### src/rtl/ddr_pkg.sv
// Shared definitions for the dance-move judge: arrow codes, judge state
// encoding, score width and a saturating score increment.
package ddr_pkg;

    typedef logic [1:0] dir_t;

    localparam dir_t DIR_UP    = 2'd0;
    localparam dir_t DIR_DOWN  = 2'd1;
    localparam dir_t DIR_LEFT  = 2'd2;
    localparam dir_t DIR_RIGHT = 2'd3;

    localparam int SCORE_W = 8;

    localparam logic [3:0] ST_IDLE    = 4'd0;
    localparam logic [3:0] ST_CLEAR   = 4'd1;
    localparam logic [3:0] ST_FETCH   = 4'd2;
    localparam logic [3:0] ST_SETTLE1 = 4'd3;
    localparam logic [3:0] ST_SETTLE2 = 4'd4;
    localparam logic [3:0] ST_ARMED   = 4'd5;
    localparam logic [3:0] ST_RESULT  = 4'd6;
    localparam logic [3:0] ST_GAP     = 4'd7;
    localparam logic [3:0] ST_DONE    = 4'd8;

    // Scores stick at full scale instead of wrapping back to zero.
    function automatic logic [SCORE_W-1:0] sat_inc(input logic [SCORE_W-1:0] v);
        return (&v) ? v : v + 1'b1;
    endfunction

endpackage

### src/rtl/btn_edge_sync.sv
// Brings one asynchronous debounced button into the clk domain and flags
// its rising edge for exactly one cycle.
module btn_edge_sync (
    input  logic clk,
    input  logic reset,
    input  logic btn,
    output logic rise
);

    logic meta;
    logic sync;
    logic sync_d;

    always_ff @(posedge clk or posedge reset) begin
        if (reset) begin
            meta   <= 1'b0;
            sync   <= 1'b0;
            sync_d <= 1'b0;
        end else begin
            meta   <= btn;
            sync   <= meta;
            sync_d <= sync;
        end
    end

    assign rise = sync & ~sync_d;

endmodule

### src/rtl/move_judge.sv
// Requests moves from the generator, arms each one as the expected arrow and
// judges button presses against it, keeping hit/miss/combo statistics.
module move_judge
    import ddr_pkg::*;
#(
    parameter int WINDOW_CYCLES = 25_000_000,
    parameter int GAP_CYCLES    = 12_500_000,
    parameter int CNT_W         = 25
) (
    input  logic               clk,
    input  logic               reset,
    input  logic               start,
    input  logic               btn_up,
    input  logic               btn_down,
    input  logic               btn_left,
    input  logic               btn_right,
    input  logic [1:0]         move_in,
    input  logic               end_move_in,
    output logic               get_move,
    output logic               gen_reset,
    output logic [1:0]         expected_move,
    output logic               armed,
    output logic               hit_pulse,
    output logic               miss_pulse,
    output logic [SCORE_W-1:0] hits,
    output logic [SCORE_W-1:0] misses,
    output logic [SCORE_W-1:0] combo,
    output logic [SCORE_W-1:0] max_combo,
    output logic               done
);

    logic [3:0]         state;
    logic [3:0]         next_state;
    logic [CNT_W-1:0]   cnt;
    logic               last_flag;
    logic               verdict_hit;
    logic [3:0]         edges;
    logic               any_edge;
    logic               hit_now;
    logic               timeout;
    logic               gap_end;
    logic [SCORE_W-1:0] combo_inc;

    // Edge vector bit index equals the arrow code it belongs to.
    btn_edge_sync u_sync_up    (.clk(clk), .reset(reset), .btn(btn_up),    .rise(edges[DIR_UP]));
    btn_edge_sync u_sync_down  (.clk(clk), .reset(reset), .btn(btn_down),  .rise(edges[DIR_DOWN]));
    btn_edge_sync u_sync_left  (.clk(clk), .reset(reset), .btn(btn_left),  .rise(edges[DIR_LEFT]));
    btn_edge_sync u_sync_right (.clk(clk), .reset(reset), .btn(btn_right), .rise(edges[DIR_RIGHT]));

    assign any_edge  = |edges;
    assign hit_now   = (edges == (4'b0001 << expected_move));
    assign timeout   = (cnt == CNT_W'(WINDOW_CYCLES - 1));
    assign gap_end   = (cnt == CNT_W'(GAP_CYCLES - 1));
    assign combo_inc = sat_inc(combo);

    always_comb begin
        next_state = state;
        case (state)
            ST_IDLE:    if (start) next_state = ST_CLEAR;
            ST_CLEAR:   next_state = ST_FETCH;
            ST_FETCH:   next_state = ST_SETTLE1;
            ST_SETTLE1: next_state = ST_SETTLE2;
            ST_SETTLE2: next_state = ST_ARMED;
            ST_ARMED:   if (any_edge || timeout) next_state = ST_RESULT;
            ST_RESULT:  next_state = last_flag ? ST_DONE : ST_GAP;
            ST_GAP:     if (gap_end) next_state = ST_FETCH;
            ST_DONE:    if (start) next_state = ST_CLEAR;
            default:    next_state = ST_IDLE;
        endcase
    end

    // Request and generator-reset are registered off the next state so they
    // line up exactly with the FETCH / IDLE+CLEAR cycles without glitches.
    always_ff @(posedge clk or posedge reset) begin
        if (reset) begin
            state         <= ST_IDLE;
            cnt           <= '0;
            get_move      <= 1'b0;
            gen_reset     <= 1'b1;
            expected_move <= DIR_UP;
            last_flag     <= 1'b0;
            verdict_hit   <= 1'b0;
            hits          <= '0;
            misses        <= '0;
            combo         <= '0;
            max_combo     <= '0;
        end else begin
            state     <= next_state;
            get_move  <= (next_state == ST_FETCH);
            gen_reset <= (next_state == ST_IDLE) || (next_state == ST_CLEAR);
            case (state)
                ST_CLEAR: begin
                    hits      <= '0;
                    misses    <= '0;
                    combo     <= '0;
                    max_combo <= '0;
                end
                ST_SETTLE2: begin
                    expected_move <= move_in;
                    last_flag     <= end_move_in;
                    cnt           <= '0;
                end
                ST_ARMED: begin
                    cnt         <= cnt + 1'b1;
                    verdict_hit <= any_edge && hit_now;
                end
                ST_RESULT: begin
                    cnt <= '0;
                    if (verdict_hit) begin
                        hits  <= sat_inc(hits);
                        combo <= combo_inc;
                        if (combo_inc > max_combo) max_combo <= combo_inc;
                    end else begin
                        misses <= sat_inc(misses);
                        combo  <= '0;
                    end
                end
                ST_GAP: cnt <= cnt + 1'b1;
                default: ;
            endcase
        end
    end

    assign armed      = (state == ST_ARMED);
    assign hit_pulse  = (state == ST_RESULT) &&  verdict_hit;
    assign miss_pulse = (state == ST_RESULT) && !verdict_hit;
    assign done       = (state == ST_DONE);

endmodule

### config.mk
export PLATFORM = sky130hd
export DESIGN_NAME = move_judge
export DESIGN_NICKNAME = d
export VERILOG_FILES = /design/src/rtl/ddr_pkg.sv /design/src/rtl/btn_edge_sync.sv /design/src/rtl/move_judge.sv
export SDC_FILE = /design/constraint.sdc
export NUM_CORES = 1
export LEC_CHECK = 0
export ABC_AREA = 1
export CAP_MARGIN = 20
export CORE_MARGIN = 2
export CORE_UTILIZATION = 34
export CTS_BUF_LIST = sky130_fd_sc_hd__clkbuf_16
export CTS_CLUSTER_SIZE = 12
export DETAILED_ROUTE_END_ITERATION = 8
export HOLD_SLACK_MARGIN = 0.15
export MAX_ROUTING_LAYER = met4
export RECOVER_POWER = 100
export SLEW_MARGIN = 0
export SYNTH_ARGS = -nofsm -noshare
export SYNTH_HDL_FRONTEND = slang
export SYNTH_HIERARCHICAL = 1
export SYNTH_SLANG_ARGS = --single-unit
### constraint.sdc
create_clock -name clk -period 5.05 [get_ports clk]
set_input_delay 1.01 -clock clk [delete_from_list [all_inputs] [get_ports clk]]
set_output_delay 1.01 -clock clk [all_outputs]
set_load 0.01 [all_outputs]
# Word-level counts from Yosys, hierarchy flattened
# Cells that the tools add are included.
dict set report op_classes {
  add_sub_neg 4
  order_cmp 1
  n_eq_ne 18
  shifts 1
  mux 18
  n_bitwise 8
  reduce_logical 20
}
# op n
set op_table {}
lappend op_table {{$mux 8} 8}
lappend op_table {{$pmux 8 s2} 4}
lappend op_table {{$pmux 25 s2} 1}
lappend op_table {{$pmux 4 s8} 1}
lappend op_table {{$add 25x1->25 const B} 1}
lappend op_table {{$eq 25x24->1 const B} 1}
lappend op_table {{$eq 25x25->1 const B} 1}
lappend op_table {{$add 8x1->8 const B} 3}
lappend op_table {{$reduce_and 8->1} 3}
lappend op_table {{$eq 4x3->1 const B} 4}
lappend op_table {{$mux 4} 4}
lappend op_table {{$eq 4x2->1 const B} 3}
lappend op_table {{$ne 2x2->1 const B} 5}
lappend op_table {{$reduce_and 3->1} 3}
lappend op_table {{$eq 4x1->1 const B} 2}
lappend op_table {{$gt 8x8->1} 1}
lappend op_table {{$logic_not 4->1} 2}
lappend op_table {{$reduce_or 2->1} 3}
lappend op_table {{$and 1x1->1} 4}
lappend op_table {{$eq 4x4->1} 1}
lappend op_table {{$eq 4x4->1 const B} 1}
lappend op_table {{$not 1->1} 4}
lappend op_table {{$reduce_bool 2->1} 2}
lappend op_table {{$reduce_or 4->1} 1}
lappend op_table {{other kinds (4)} 7}
dict set report totals {
  regBits 79
  in_bits 10
  word_cells 93
}

# Logic depth before layout (Yosys ltp)
# Gate-level depths: netlist (run 1).
dict set report depth {
  ltp_word 8
  ltp_mapped 18
  ltp_nobuf 18
}

# Hierarchy
# Netlist (run 1), hierarchy kept.
# module n_inst cells_each area_each_um2 seq_area_each_um2
set by_module_without_submodules {}
lappend by_module_without_submodules {move_judge 1 565 4157.7 1677.9}
lappend by_module_without_submodules {btn_edge_sync 4 6 88.8 75.1}

# Least setup slack after synthesis (run 1)
# Ideal clock, no wire load.
dict set report synth_path {
  path_kind {reg2reg}
  start {register combo[1]}
  end {register max_combo[5]}
  setup_ns 0.117
  arrival_time_ns 2.306
  required_ns 4.933
  path_slack_ns 2.627
  stages_incl_launch_ff 17
  n_path_buf 0
  period_less_slack_ns 2.423
  cell_sequence {dfrtp_1 -> ha_1 -> nand2_1 -> inv_1 -> nand4_4 -> o21ai_1 -> inv_1 -> ha_1 -> a21oi_1 -> o21ai_0 -> nand2_1 -> nand2_1 -> nand2_1 -> nand2_1 -> nand2_2 -> nand2_1 -> nand2_1}
}
dict set report synth_via {
  elab_chain_len 5
  word_cells_on_any_way 9
}
# element line_no
set synth_lines {}
lappend synth_lines {{start: declaration} move_judge.sv:27} ;# output logic [SCORE_W-1:0] combo,
lappend synth_lines {{start signal: assignment} move_judge.sv:111} ;# combo <= combo_inc;
lappend synth_lines {{$add 8x1->8 / $reduce_and 8->1 (equally long branches)} ddr_pkg.sv:26} ;# return (&v) ? v : v + 1'b1;
lappend synth_lines {{$mux 8 *} ddr_pkg.sv:26}
lappend synth_lines {{$gt 8x8->1 / $mux 8 (equally long branches)} move_judge.sv:112} ;# if (combo_inc > max_combo) max_combo <= combo_inc;
lappend synth_lines {{$ne 2x2->1 (no source line) / $mux 8 (equally long branches)} --}
lappend synth_lines {{$reduce_and 3->1 (no source line) / $pmux 8 s2 (equally long branches)} --}
lappend synth_lines {{end signal: assignment} move_judge.sv:112}
lappend synth_lines {{end: declaration} move_judge.sv:28} ;# output logic [SCORE_W-1:0] max_combo,
# Mark *: on every way between the ends. The rest lies on a longest branch, timed or not. The select of a mux whose other input is x is not followed.
# A chain may end at the register's enable or synchronous reset.

# Worst setup path after layout (run 1)
dict set report layout_path {
  start {register state[3]}
  end {output hit_pulse}
}
dict set report layout_via {
  elab_chain_len 2
}
# element line_no
set layout_lines {}
lappend layout_lines {{start: declaration} move_judge.sv:32} ;# logic [3:0] state;
lappend layout_lines {{start signal: assignment} move_judge.sv:88} ;# state <= next_state;
lappend layout_lines {{$eq 4x3->1} move_judge.sv:125} ;# assign hit_pulse = (state == ST_RESULT) && verdict_hit;
lappend layout_lines {{$logic_and 1x1->1} move_judge.sv:125}
lappend layout_lines {{end: declaration} move_judge.sv:23} ;# output logic hit_pulse,
# No other way between the ends.

==> results of run 1 <==
[metrics by stage]
| step | util | cell area, sq um | hold slack, ns | setup slack [ns] | cells |
|---|---|---|---|---|---|
| after floorplan | - | 4510 | 0.331 | 2.36 | 589 |
| after global placement | 0.396 | 5180 | 0.336 | 2.36 | 808 |
| after detailed placement | 0.396 | 5180 | 0.338 | 2.25 | 808 |
| after CTS | 0.420 | 5500 | 0.354 | 2.03 | 824 |
| after global routing | 0.414 | 5420 | 0.364 | 1.05 | 824 |
| final | 0.414 | 5420 | 0.356 | 1.34 | 824 |
[cells by family after synthesis]
group                      Yosys count
AOI/OAI and AO/OA                   76
xor gates and xnor gates            11
adders and majority gates           12
buffers and inverters               95
DFF                                 79
and+or+nand+nor                    316
[Yosys cell counts, types with 5 or more instances]
cell type  count
a21oi_1       19
dfrtp_1       78
ha_1          12
inv_1         81
inv_2          6
nand2_1      141
nand3_1       51
nand4_1        9
nor2_1        63
nor2_2        11
nor3_1        14
o21ai_0       21
o21ai_1       16
o22ai_1        5
xor2_1         9
[path summary, 6_finish.rpt]
kind,slack [ns],end,from,depth (start not counted)
max,1.34,hit_pulse,state[3]$_DFF_PP0_,6
min,0.36,u_sync_right/sync$_DFF_PP0_,u_sync_right/meta$_DFF_PP0_,0
max reg2reg,1.80,max_combo[2]$_DFFE_PP0P_,combo[1]$_DFFE_PP0P_,16
min reg2reg,0.36,u_sync_right/sync$_DFF_PP0_,u_sync_right/meta$_DFF_PP0_,0
max in group asynchronous,2.41,max_combo[2]$_DFFE_PP0P_,reset,3
min in group asynchronous,1.05,u_sync_up/sync_d$_DFF_PP0_,reset,2
[metal layers]
| metal | share of wire | wire (um) | up-vias |
|---|---|---|---|
| met1 | 0.49 | 5130 | 1829 |
| met2 | 0.46 | 4800 | 90 |
| met3 | 0.035 | 364 | 15 |
| li1 | - | - | 2012 |
| met4 | 0.021 | 225 | 0 |
| met5 | 0 | 0 | - |
[worst max-delay path, delay by kind of cell, from the launching register on]
family        cells  cell delay [ns]
buf+inv           3             1.03
flops             1             0.37
simple gates      3             0.95
[sequential cells by signal, summed over array words and instances (netlist names)]
name                 cells
u_sync_right/meta        1
u_sync_up/sync           1
u_sync_left/sync         1
combo                    8
u_sync_down/sync         1
u_sync_right/sync        1
u_sync_down/meta         1
u_sync_down/sync_d       1
u_sync_up/sync_d         1
misses                   8
gen_reset                1
max_combo                8
hits                     8
last_flag                1
state                    4
u_sync_left/sync_d       1
verdict_hit              1
get_move                 1
u_sync_up/meta           1
u_sync_right/sync_d      1
u_sync_left/meta         1
expected_move            2
cnt                     25
[area by class of cell]
class	instances	area share
Clock buffer	9	0.0416
Clock inverter	7	0.0176
Inverter	88	0.0612
Multi-Input combinational cell	415	0.382
Sequential cell	79	0.365
Tap cell	176	0.0407
Timing Repair Buffer	50	0.0920
[power breakdown]
group / switching (mW) / total, mW / internal (mW) / leakage (nW)
combinational: 0.380 / 0.570 / 0.189 / 1.43
sequential: 0.0745 / 0.786 / 0.711 / 1.05
clock: 0.267 / 0.700 / 0.434 / 0.157
total: 0.722 / 2.06 / 1.33 / 2.64
==> out/results.ini, run 1 <==
[global_route]
grt_pass1_vias = 3733
grt_max_degree = 35
gr-usage-met3 = 0.0307
use_met2 = 0.243
grt_pass1_wl_um = 17800
grt.busiest_layer = met2
antenna_found_initial = 0
grt_overflow_total = 0
track_usage = 0.159
met1_usage = 0.210

[detailed_routing]
dr.pass1.iters = 4
vias = 3946
drtIter0Drc = 270
routed_wl_um = 10500
route.detailed.drc = 0
ant_nets = 0
vias_per_cell = 4.79
wl_per_cell_um = 12.8

[critical_path]
cp_slowest_stage_delay_ns = 0.63
path_cells = inv_1 -> nand2_1 -> inv_1 -> nand2_1 -> nor2_8 -> dlygate4sd3_1
crit_fanout = 16
critPathRequiredTime_ns = 4.04
end_kind = output port
worstPathArrival_ns = 2.70
criticalPathCategory = reg -> out
start_kind = flop
cp_slowest_cell = dlygate4sd3_1

[synth]
synth_top_family_by_area = simple AND/OR/NAND/NOR gates
syn_inst = 589
synthAdderAreaFrac = 0.0333
dominantRegCellSynth = dfrtp_1
ys_seq_area_frac = 0.438
synth_area_leaders = dfrtp_1, nand2_1, inv_1
netlist_area_sq_um = 4510
synth_seq_cells = 79
synthArstFlopShare = 1.00
synth.distinct_cells = 46
synth-xor-area-share = 0.0213
yosysTopAreaCell = dfrtp_1
synth_top_area_frac = 0.432
synth_nets = 611
synth_mux_area_frac = 0
synth-compound-area-share = 0.0948
postSynthAreaPerCell_sq_um = 7.66
synth_simple_gate_area_share = 0.327
ys_warn_count = 6
synth_edf_count = 0

[sta]
finalSetupViolCount = 0
tightest_slew_ns = 1.26
hold_viol = 0
rsz0062_at_grt = no
finClkSkew_ns = 0.00644
period_needed_ns = 3.71
tns_ns = 0
fmax_mhz = 270
finalCritPeriodShare = 0.734
slew_headroom = 0.156
drv_slew = 0

[clocking]
cts.reportedPaths.clkPinSlew_ns = 0.06
clk_path_buf_depth = 2
cts_sinks = 79
cts_setup_buffers = 0
htree_levels = 3
cts_resized = 0
cts_made_buffers = 9
cts_tree = done
clkLatencyLatePin_ns = 0.34
hold_buffers = 0
clockRootBuffer = clkbuf_16

[power_and_ir_drop]
p_leak_nw = 2.64
vdd_drop_max_mv = 0.177
power-per-cell-area_nw_per_um2 = 380
p_total_mw = 2.06

[floorplan]
initial_core_util = 0.345
rows = 42
ioPinCount = 50
die_h_um = 119
coreArea_sq_um = 13100
die_x_um = 119
dieArea_sq_um = 14200

[finish]
area_delta_synth_final_pct = 20.0
multi_input_area_sq_um = 2070
layout.nets = 665
final_cell_mix = nand2_1, inv_1, dfrtp_1, nor2_1, nand3_1
fill_cells = 1321
final_common_cell = nand2_1
drive_gt1_frac = 0.0571
regArea_sq_um = 1980
n_antenna_cell = 0

[place]
io_buffers = 49
place_hpwl_um = 8040
place_congestion = 0.893

[outcome]
status = completed

[job]
maxCapViolCount = 0

[hold_path]
hp-class = reg -> reg

No activity file was read; power rests on OpenSTA's default activity.
==> run 2: changes to the inputs <==
- clock period: 5.05 -> 3.7 ns (I/O delays scaled with it)
==> run 2 against run 1 <==
Via count is 0.25% lower. Wire length hardly changed. Total power grew 32%. First-iteration DRC count is 19% higher. Flip-flop and latch count unchanged. Critical endpoint unchanged. Largest power group unchanged.
==> out/results.ini, run 2 (synthesis results as in run 1) <==
[power_and_ir_drop]
p_int_mw = 1.69  ; +27%
combPwrFrac = 0.292  ; +0.015
p_clk_frac = 0.312  ; -0.029
vdd_drop_max_mv = 0.346  ; +95%
p_leak_nw = 2.63  ; -0.32%
p_seq_frac = 0.396  ; +0.014
power-per-cell-area_nw_per_um2 = 504  ; +33%
switching_share = 0.378  ; +0.0270
power.net_switching_mw = 1.03  ; +43%

[detailed_routing]
vias_per_cell = 4.78  ; -0.25%
routed_wl_um = 10500  ; about the same
wl_per_cell_um = 12.8  ; about the same
dr.pass1.iters = 5  ; +1
drtIter0Drc = 320  ; +19%
vias = 3936  ; -0.25%
ant_nets = 0  ; unchanged
route.detailed.drc = 0  ; unchanged

[clocking]
cts_made_buffers = 9  ; unchanged
htree_levels = 3  ; unchanged
cts_resized = 0  ; unchanged
clkLatencyLatePin_ns = 0.35  ; about the same
cts.reportedPaths.clkPinSlew_ns = 0.06  ; about the same
cts_sinks = 79  ; unchanged
clockRootBuffer = clkbuf_16
hold_buffers = 0  ; unchanged
cts_setup_buffers = 0  ; unchanged
cts_tree = done
clk_path_buf_depth = 2  ; unchanged

[sta]
rsz0062_at_grt = no
finalCritPeriodShare = 0.825
finalSetupViolCount = 0  ; unchanged
tns_ns = 0  ; unchanged
fmax_mhz = 328
slew_headroom = 0.199  ; +0.0429
period_needed_ns = 3.05
finClkSkew_ns = 0.00917  ; +0.00273 ns
drv_slew = 0  ; unchanged
hold_viol = 0  ; unchanged
tightest_slew_ns = 1.20  ; -0.0642 ns

[floorplan]
die_h_um = 119  ; unchanged
initial_core_util = 0.345  ; unchanged
rows = 42  ; unchanged
die_x_um = 119  ; unchanged
ioPinCount = 50  ; unchanged
dieArea_sq_um = 14200  ; unchanged
coreArea_sq_um = 13100  ; unchanged

[critical_path]
criticalPathCategory = reg -> out
worstPathArrival_ns = 2.31  ; -0.39 ns
critPathRequiredTime_ns = 2.96  ; -1.08 ns
start_kind = flop
end_kind = output port
crit_fanout = 16  ; unchanged

[job]
maxCapViolCount = 0  ; unchanged

[global_route]
grt_pass1_wl_um = 17900  ; +0.66%
grt_max_degree = 36  ; +2.9%
grt_overflow_total = 0  ; unchanged
track_usage = 0.163  ; +0.00368
grt_pass1_vias = 3712  ; -0.56%
antenna_found_initial = 0  ; unchanged

[hold_path]
hp-class = reg -> reg

[place]
place_congestion = 0.927  ; +3.7%
io_buffers = 49  ; unchanged
place_hpwl_um = 7910  ; -1.6%
place_area_sq_um = 5190  ; +0.24%

[finish]
final_cell_mix = nand2_1, inv_1, dfrtp_1, nor2_1, nand3_1
area_delta_synth_final_pct = 19.8
n_antenna_cell = 0  ; unchanged
layout.nets = 665  ; unchanged
drive_gt1_frac = 0.0602  ; +0.00309
final_common_cell = nand2_1
largest_register_ffs = 25  ; unchanged
top_register = cnt
stdcell_area_sq_um = 5410  ; -0.18%

[outcome]
status = completed

## run 2: cell types whose count changed in the layout (fill, tap and decap cells not counted), sizes merged
cell | previous run | this run
clkbuf | 9 | 10
clkinvlp | 0 | 3
clkinv | 5 | 3
buf | 1 | 0
inv | 88 | 89
bufinv | 2 | 0
## run 2: per-stage QoR
step	total power [mW]	hold WS (ns)	util	setup slack, ns	instances
2_1_floorplan	1.69	0.331	-	1.28	589
3_3_place_gp	1.94	0.335	0.397	1.12	808
3_5_place_dp	1.95	0.339	0.397	1.00	808
4_1_cts	2.82	0.354	0.418	0.876	824
5_1_grt	2.92	0.368	0.413	0.364	824
6_report	2.72	0.351	0.413	0.648	824
## run 2: power by group through the flow
stage / logic (mW) / registers, mW / clock network, mW
after floorplan: 0.584 / 1.10 / 0
after global placement: 0.846 / 1.09 / 0
after detailed placement: 0.850 / 1.10 / 0
after CTS: 0.855 / 1.08 / 0.882
after global routing: 0.912 / 1.09 / 0.919
final: 0.796 / 1.08 / 0.850
## run 2: path summary, 6_finish.rpt
check | from | endpoint | slack, ns | cells past startpoint
max in group asynchronous | reset | max_combo[0]$_DFFE_PP0P_ | 0.96 | 3
min reg2reg | u_sync_down/meta$_DFF_PP0_ | u_sync_down/sync$_DFF_PP0_ | 0.35 | 0
max reg2reg | combo[1]$_DFFE_PP0P_ | max_combo[1]$_DFFE_PP0P_ | 0.81 | 16
max | state[3]$_DFF_PP0_ | hit_pulse | 0.65 | 6
min | u_sync_down/meta$_DFF_PP0_ | u_sync_down/sync$_DFF_PP0_ | 0.35 | 0
min in group asynchronous | reset | u_sync_left/meta$_DFF_PP0_ | 0.79 | 2
## run 2: layout make-up
class,instances,area (sq um)
repair buffers,50,495
fillers,1330,7680
clock inverters,7,57.6
inverters,88,332
multi-input cells,415,2100
well taps,176,220
clock buffers,9,225
flip-flops and latches,79,1980
## run 2: critical path: stages, from the launching register on
cell	delay, ns
dfrtp_1	0.37
inv_1	0.12
nand2_4	0.15
inv_1	0.35
nand2_8	0.17
nor2_8	0.16
dlygate4sd3_1	0.62
## run 2: metal layers
metal,wire length [um],part of all wire,GRT usage,vias to the layer above
li1,-,-,-,2016
met1,4950,0.47,0.211,1808
met2,4790,0.46,0.245,97
met3,589,0.056,0.0469,15
met4,193,0.018,0.0580,0
met5,0,0,-,-
